==> src/rtl/mult3_rr_sched.sv <==
// mult3_rr_sched: round-robin scheduler sharing one pipelined 3-input signed
// Q5.10 multiplier between NREQ requesters, with a flush/drain handshake.
// Optional build macro MULT3_SAT_EN: saturate the Q5.10 result instead of
// wrapping when the product overflows.
module mult3_rr_sched #(
  parameter int NREQ = 4,
  parameter int IDW  = 2,
  parameter int PIPE = 2
) (
  input  logic               clk,
  input  logic               rst_n,
  input  logic [NREQ-1:0]    req,
  input  logic [16*NREQ-1:0] op_a,
  input  logic [16*NREQ-1:0] op_b,
  input  logic [16*NREQ-1:0] op_c,
  output logic [NREQ-1:0]    gnt,
  input  logic               flush,
  output logic               flush_done,
  output logic               busy,
  output logic               res_valid,
  output logic [IDW-1:0]     res_id,
  output logic [15:0]        res_data
);

  typedef enum logic [1:0] {IDLE, RUN, DRAIN} state_t;

  state_t                state_q, state_d;
  logic [IDW-1:0]        ptr_q, ptr_d;
  logic                  flush_done_q, flush_done_d;
  logic                  res_valid_q, res_valid_d;
  logic [IDW-1:0]        res_id_q, res_id_d;
  logic signed [15:0]    res_data_q, res_data_d;

  int                    win_idx;
  logic                  win_found;
  logic                  issue_vld;
  logic [IDW-1:0]        issue_id;
  logic signed [15:0]    issue_a, issue_b, issue_c;
  logic signed [31:0]    issue_ab;

  logic                  fin_vld;
  logic [IDW-1:0]        fin_id;
  logic signed [47:0]    fin_prod;
  logic                  int_busy;

  // Q15.30 -> Q5.10: drop 20 LSBs; optionally clamp when bits [47:35] disagree
  function automatic logic signed [15:0] scale_fn(input logic signed [47:0] p);
`ifdef MULT3_SAT_EN
    if (p[47:35] != {13{p[47]}}) begin
      return p[47] ? 16'sh8000 : 16'sh7FFF;
    end
    return p[35:20];
`else
    return p[35:20];
`endif
  endfunction

`ifdef MULT3_SAT_EN
  logic unused_prod_bits;
  assign unused_prod_bits = ^fin_prod[19:0];
`else
  logic unused_prod_bits;
  assign unused_prod_bits = ^{fin_prod[47:36], fin_prod[19:0]};
`endif

  // Round-robin arbitration: first request above the pointer wins, then issue mux
  always_comb begin
    win_found = 1'b0;
    win_idx   = 0;
    for (int k = 1; k <= NREQ; k++) begin
      for (int i = 0; i < NREQ; i++) begin
        if (!win_found && (i == ((int'(ptr_q) + k) % NREQ)) && req[i]) begin
          win_found = 1'b1;
          win_idx   = i;
        end
      end
    end
    issue_vld = (state_q == RUN) && !flush && win_found;
    issue_id  = IDW'(win_idx);
    gnt       = '0;
    issue_a   = '0;
    issue_b   = '0;
    issue_c   = '0;
    for (int i = 0; i < NREQ; i++) begin
      if (i == win_idx) begin
        gnt[i]  = issue_vld;
        issue_a = op_a[16*i +: 16];
        issue_b = op_b[16*i +: 16];
        issue_c = op_c[16*i +: 16];
      end
    end
    ptr_d = issue_vld ? issue_id : ptr_q;
  end

  // First half of the multiply happens in the issue cycle
  assign issue_ab = 32'(issue_a) * 32'(issue_b);

  if (PIPE == 1) begin : g_direct
    // Single-cycle: the whole product lands in the result register
    assign fin_vld  = issue_vld;
    assign fin_id   = issue_id;
    assign fin_prod = 48'(issue_ab) * 48'(issue_c);
    assign int_busy = 1'b0;
  end else begin : g_stages
    localparam int NS = PIPE - 1;
    logic               vld_q [NS];
    logic               vld_d [NS];
    logic [IDW-1:0]     id_q  [NS];
    logic [IDW-1:0]     id_d  [NS];
    logic signed [31:0] ab_q  [NS];
    logic signed [31:0] ab_d  [NS];
    logic signed [15:0] c_q   [NS];
    logic signed [15:0] c_d   [NS];

    // Stage shift: p0 captures A*B and C at issue, later stages delay them
    always_comb begin
      vld_d[0] = issue_vld;
      id_d[0]  = issue_id;
      ab_d[0]  = issue_ab;
      c_d[0]   = issue_c;
      for (int k = 1; k < NS; k++) begin
        vld_d[k] = vld_q[k-1];
        id_d[k]  = id_q[k-1];
        ab_d[k]  = ab_q[k-1];
        c_d[k]   = c_q[k-1];
      end
    end

    // Stage registers; only the valid bits are reset
    always_ff @(posedge clk) begin
      if (!rst_n) begin
        for (int k = 0; k < NS; k++) vld_q[k] <= 1'b0;
      end else begin
        vld_q <= vld_d;
      end
      id_q <= id_d;
      ab_q <= ab_d;
      c_q  <= c_d;
    end

    // Any valid stage counts as work in flight
    always_comb begin
      int_busy = 1'b0;
      for (int k = 0; k < NS; k++) int_busy = int_busy | vld_q[k];
    end

    assign fin_vld  = vld_q[NS-1];
    assign fin_id   = id_q[NS-1];
    assign fin_prod = 48'(ab_q[NS-1]) * 48'(c_q[NS-1]);
  end

  // Control FSM: IDLE waits for flush low, RUN issues, DRAIN empties the pipe
  always_comb begin
    state_d      = state_q;
    flush_done_d = 1'b0;
    case (state_q)
      IDLE:    if (!flush) state_d = RUN;
      RUN:     if (flush)  state_d = DRAIN;
      DRAIN: begin
        if (!int_busy) begin
          state_d      = IDLE;
          flush_done_d = 1'b1;
        end
      end
      default: state_d = IDLE;
    endcase
  end

  // Result register: id/data hold their last value when no result arrives
  always_comb begin
    res_valid_d = fin_vld;
    res_id_d    = fin_vld ? fin_id : res_id_q;
    res_data_d  = fin_vld ? scale_fn(fin_prod) : res_data_q;
  end

  // Control and output state
  always_ff @(posedge clk) begin
    if (!rst_n) begin
      state_q      <= IDLE;
      ptr_q        <= IDW'(NREQ - 1);
      flush_done_q <= 1'b0;
      res_valid_q  <= 1'b0;
      res_id_q     <= '0;
      res_data_q   <= '0;
    end else begin
      state_q      <= state_d;
      ptr_q        <= ptr_d;
      flush_done_q <= flush_done_d;
      res_valid_q  <= res_valid_d;
      res_id_q     <= res_id_d;
      res_data_q   <= res_data_d;
    end
  end

  assign flush_done = flush_done_q;
  assign busy       = int_busy | res_valid_q;
  assign res_valid  = res_valid_q;
  assign res_id     = res_id_q;
  assign res_data   = res_data_q;

endmodule

==> config.mk <==
export PLATFORM = sky130hd
export DESIGN_NAME = mult3_rr_sched
export DESIGN_NICKNAME = d
export VERILOG_FILES = /design/src/rtl/mult3_rr_sched.sv
export SDC_FILE = /design/constraint.sdc
export NUM_CORES = 2
export LEC_CHECK = 0
export ABC_AREA = 1
export CAP_MARGIN = 20
export CORE_MARGIN = 3
export CORE_UTILIZATION = 55
export CTS_CLUSTER_DIAMETER = 80
export DETAILED_ROUTE_END_ITERATION = 7
export PLACE_DENSITY = 0.79
export SLEW_MARGIN = 10
export SYNTH_ARGS = -nofsm -noshare
export SYNTH_HDL_FRONTEND = slang
export SYNTH_SLANG_ARGS = --single-unit
==> constraint.sdc <==
create_clock -name clk -period 7.3 [get_ports clk]
set_clock_uncertainty 0.1 [all_clocks]
set_input_delay 0.73 -clock clk [delete_from_list [all_inputs] [get_ports clk]]
set_output_delay 0.73 -clock clk [all_outputs]
set_load 0.02 [all_outputs]
=== After elaboration in Yosys (flattened, before gate mapping) ===
Cells that the tools add are included.

* $add $sub $neg: 4
* Multiply operators: 2
* Equality and inequality tests: 20
* Multiplexer cells: 52
* Bitwise operators: 5
* Reductions and logical operators: 61

{| class="wikitable"
|+ Operators with widths
! cell !! number
|-
| 32-bit 2-to-1 mux || 13
|-
| 16-bit 2-to-1 mux || 12
|-
| 32-bit zero test || 5
|-
| 3-bit by 32-bit equality test with 1-bit output, first input constant || 2
|-
| 32-bit by 16-bit multiplier with 36-bit output || 1
|-
| 1-bit logical AND || 33
|-
| 2-bit by 32-bit equality test with 1-bit output, first input constant || 1
|-
| 16-bit by 16-bit multiplier with 32-bit output || 1
|-
| 3-bit equality test, first input constant || 8
|-
| 1-bit 2-to-1 mux || 22
|-
| 1-bit zero test || 16
|-
| 2-bit by 3-bit equality test with 1-bit output, first input constant || 4
|-
| 2-bit 2-to-1 mux || 4
|-
| 2-bit OR reduction || 4
|-
| 2-bit != test, second input constant || 3
|-
| 2-bit one-hot mux with 3 select lines || 1
|-
| 2-bit by 1-bit adder with 2-bit output, second input constant || 2
|-
| 2-bit adder, second input constant || 2
|-
| 1-bit bitwise AND, first input constant || 4
|-
| 3-bit AND reduction || 1
|-
| 2-bit by 1-bit equality test with 1-bit output, second input constant || 1
|-
| 2-bit equality test, second input constant || 1
|-
| 2-bit zero test || 1
|-
| 2-bit AND reduction || 1
|-
| 1-bit bitwise OR || 1
|}

* Register bits: 75
* Bits of input ports: 199
* Output and inout port bits: 25
* Logic and storage cells: 154

=== Depth between registers and ports, before layout ===
* Depth after elaboration: 72
* Mapped depth: 41

=== Worst setup path after synthesis ===
OpenSTA, ideal clock, no wires.

* Kind: input -> register
* Start point: input port req[3]
* End point: register g_stages.ab_q[28] (netlist bit)
* Library setup time: 0.125 ns
* Data arrival time: 7.325 ns
* Required time: 7.075 ns
* Path slack: -0.250 ns
* Stages: 32
* Cells stage by stage: nand3_1 nand2_2 nor2_4 nand4_2 nor2_4 nand4_4 nor2_8 nand4_4 nand3_4 buf_6 buf_4 nand3_1 nand2_1 nor2_4 nand2_2 inv_2 fa_1 fa_1 fa_1 fa_1 fa_1 inv_1 fa_1 inv_1 ha_1 nand2_1 nor4_1 nand4_1 nand3_1 a31o_2 a31oi_1 xor2_1

{| class="wikitable"
|+ RTL lines
! element !! line !! RTL
|-
| from (decl) || 12 || <nowiki>input logic [NREQ-1:0] req,</nowiki>
|-
| to (signal assigned) || 137 || <nowiki>ab_q <= ab_d;</nowiki>
|-
| to (decl) || 110 || <nowiki>logic signed [31:0] ab_q [NS];</nowiki>
|}

==> out/metrics.yaml <==
die_y_um: 231
synth_top_family_by_area: "adder cells"
detailedRoute.firstIterationViolations: 2027
max_slew_margin_pct: 27.1
main_synth_ff_type: "sky130_fd_sc_hd__dfxtp_1"
cts_tree: "done"
timing.final.crit_share_pct: 105
dp_cells: 4645
hold_violations: 0
clock-sinks: 75
synth_xor_area_share_pct: 1.95
end_kind: "register"
drt.antenna.violating_nets: 0
mostFrequentLayoutCell: "sky130_fd_sc_hd__inv_1"
rows: 81
post_synth_mux_area_share_pct: 0
ctsLongestPathBuffers: 2
worstMarginPinSlew_ns: 1.09
timing.reg2reg.setup_slack_ns: -0.36
post_synth_main_area_contributors: "sky130_fd_sc_hd__fa_1 45%, sky130_fd_sc_hd__inv_1 13%, sky130_fd_sc_hd__nand2_1 12%"
min-delay-start: "res_data[0]"
num_io_pins: 224
worst_skew_pair.late_latency_ns: 0.38
report.final.slew_viol_count: 0
fmax_ghz: 0.130
timing.hold.worst.class: "register to register"
net_count_synth: 4559
grt_pass1_vias: 26500
synth-seq-area-share_pct: 5.38
drcViolationCount: 1
port-buffer-count: 223
ctsHoldBuffers: 0
run_status: "complete, but fails checks"
synth_compound_gate_area_share_pct: 3.08
antenna_violations_before_repair: 0
mostFrequentLayoutCells: "976 x sky130_fd_sc_hd__inv_1, 814 x sky130_fd_sc_hd__nand2_1, 606 x sky130_fd_sc_hd__fa_1"
library_cells_used_by_synthesis: 48
grt_use_total_pct: 31.6
synth_top_area_cell: "sky130_fd_sc_hd__fa_1"
synth-async-reset-ratio_pct: 0
cpMostUsedCell: "sky130_fd_sc_hd__fa_1"
critical_path.max_stage_delay_ns: 0.56
finalCriticalPeriod_ns: 7.67
critPathKind: "input port to register"
count_of_flip_flops_with_a_built_in_enable_after_synthesis: 0
worst_setup_path_start_kind: "input port"
detail_route.vias_per_cell: 5.31
floorplan.initialDensity_pct: 56.3
path_max_fanout: 8
rsz0062_at_grt: "true"
synth-seq-cells: 75
drt_pass1_iterations: 7
worst_setup_path_startpoint: "req[1]"
antenna_cells_inserted: 0
cts.reportedPaths.clkPinSlew_ns: 0.06
vias: 25200
htreeDepth: 3
grt_overflow: 0
growth_of_design_area_from_synthesis_to_finish_pct: 26.4
violations: "DRC, setup timing"
wl_final_um: 85700
max_cap_violations: 0
dp_hpwl_um: 67700
placeableCoreArea_um2: 49600
pin_count_of_the_biggest_net_entering_global_routing: 32
design.final.nets: 5073
final-instance-count-excl-fill: 4743
final.setup.worst_slack_ns: -0.371
clock-root-buffer: "sky130_fd_sc_hd__clkbuf_16"
layout_cell_share_with_drive_strength_beyond_1_pct: 17.5
gp_routability_congestion: 0.991
setup_viol: 15
syn_area_um2: 27900
die_width_um: 231
synth_simple_gate_area_share_pct: 21.3
netlist.area_leader.share_pct: 44.6
synthesis.yosys.warnings: 0
crit_required_ns: 7.49
global_route_wire_length_before_repair_um: 134000
routedWlPerCell_um: 18.1
crit_path_top_delay_cell: "sky130_fd_sc_hd__fa_1"
cts_buffers: 9
cp_data_arrival_time_ns: 7.86
synthAdderAreaFrac_pct: 52.6
rr_startpoint: "ptr_q[1]"
gate_count_post_synth: 3560
synthesis.area_per_instance_um2: 7.84
die_area_um2: 53500
[sequential cells by signal, summed over array words and instances (netlist names)]
name,flops
fin_id,2
fin_vld,1
g_stages.c_q,16
g_stages.ab_q,32
state_q,2
flush_done,1
ptr_q,2
res_id,2
res_data,16
res_valid,1
[worst max-delay path: cells and delay by family]
kind            cells  cell delay, ns
fa+ha+maj           7            3.34
xor+xnor            1            0.17
simple gates       15            1.55
compound gates      4            0.90
buf+inv            10            1.13
[repair_timing]
| action | CTS | global route |
|---|---|---|
| buffers inserted | 47 | 32 |
| pin swaps | 82 | 100 |
| endpoints found under the setup margin | 18 | 20 |
| resized for setup | 144 | 163 |
| cloned | 2 | 2 |
[metal layers]
layer / up-vias / global-route usage [%] / share of wire (%) / routed length (µm)
met5: - / 0 / 0 / 0
met4: 0 / 13.0 / 4.8 / 4090
met3: 299 / 4.88 / 8.7 / 7440
met2: 1397 / 55.4 / 50 / 42700
met1: 12200 / 39.1 / 37 / 31400
li1: 11300 / - / - / -
[metrics by stage]
stage | worst slack (ns) | area [µm²] | TNS [ns] | hold slack, ns | util (%)
floorplan | -0.0155 | 27900 | -0.0155 | 0.333 | -
global placement | -0.786 | 33000 | -11.72 | 0.336 | 66.6
detailed placement | -0.946 | 33000 | -14.13 | 0.340 | 66.6
CTS | -0.0849 | 34500 | -0.248 | 0.355 | 69.6
global route | -0.554 | 35300 | -5.82 | 0.370 | 71.2
finish | -0.371 | 35300 | -2.44 | 0.352 | 71.2
[worst paths after layout]
path                             to  cells past startpoint
hold reg to reg         res_data[0]                      2
setup / recovery  g_stages.ab_q[28]                     37
hold / removal          res_data[0]                      2
setup reg to reg  g_stages.ab_q[28]                     37
[logic make-up (layout without fill, tap and decap cells)]
kind of cell    after synthesis  count (layout)
simple gates               1342            1342
xor+xnor                     62              62
buf+inv                    1130            1649
compound gates              151             151
fa+ha+maj                   800             800
flops                        75              75
[Yosys cell counts (4+ instances only)]
library cell,number
sky130_fd_sc_hd__nor4_1,9
sky130_fd_sc_hd__fa_1,621
sky130_fd_sc_hd__nor2_4,16
sky130_fd_sc_hd__nand4_1,68
sky130_fd_sc_hd__a31oi_1,6
sky130_fd_sc_hd__nor2_1,200
sky130_fd_sc_hd__buf_6,8
sky130_fd_sc_hd__nand3b_1,9
sky130_fd_sc_hd__buf_2,19
sky130_fd_sc_hd__xnor2_1,26
sky130_fd_sc_hd__a21o_1,6
sky130_fd_sc_hd__dfxtp_1,75
sky130_fd_sc_hd__nand4_2,13
sky130_fd_sc_hd__o21a_1,4
sky130_fd_sc_hd__o211ai_1,5
sky130_fd_sc_hd__nand3_1,96
sky130_fd_sc_hd__ha_1,179
sky130_fd_sc_hd__nand2_1,861
sky130_fd_sc_hd__nor2_2,9
sky130_fd_sc_hd__nand2_2,10
sky130_fd_sc_hd__xor2_1,36
sky130_fd_sc_hd__buf_4,17
sky130_fd_sc_hd__inv_1,995
sky130_fd_sc_hd__nand3_2,8
sky130_fd_sc_hd__o21ai_0,43
sky130_fd_sc_hd__or2_2,21
sky130_fd_sc_hd__a21oi_1,72
sky130_fd_sc_hd__inv_2,10
sky130_fd_sc_hd__buf_1,5
sky130_fd_sc_hd__clkbuf_1,76
sky130_fd_sc_hd__nor3_1,11
sky130_fd_sc_hd__nand4_4,6
[final cells by class]
| cell class | instances | area, µm² |
|---|---|---|
| Inverter | 1005 | 3780 |
| Sequential cell | 75 | 1510 |
| Tap cell | 664 | 831 |
| Clock buffer | 10 | 239 |
| Fill cell | 3566 | 14300 |
| Clock inverter | 6 | 96.3 |
| Timing Repair Buffer | 628 | 5770 |
| Multi-Input combinational cell | 2355 | 23000 |
Power is not shown: default switching activity piles up to over one toggle a cycle in this logic, so the estimate is an artifact.
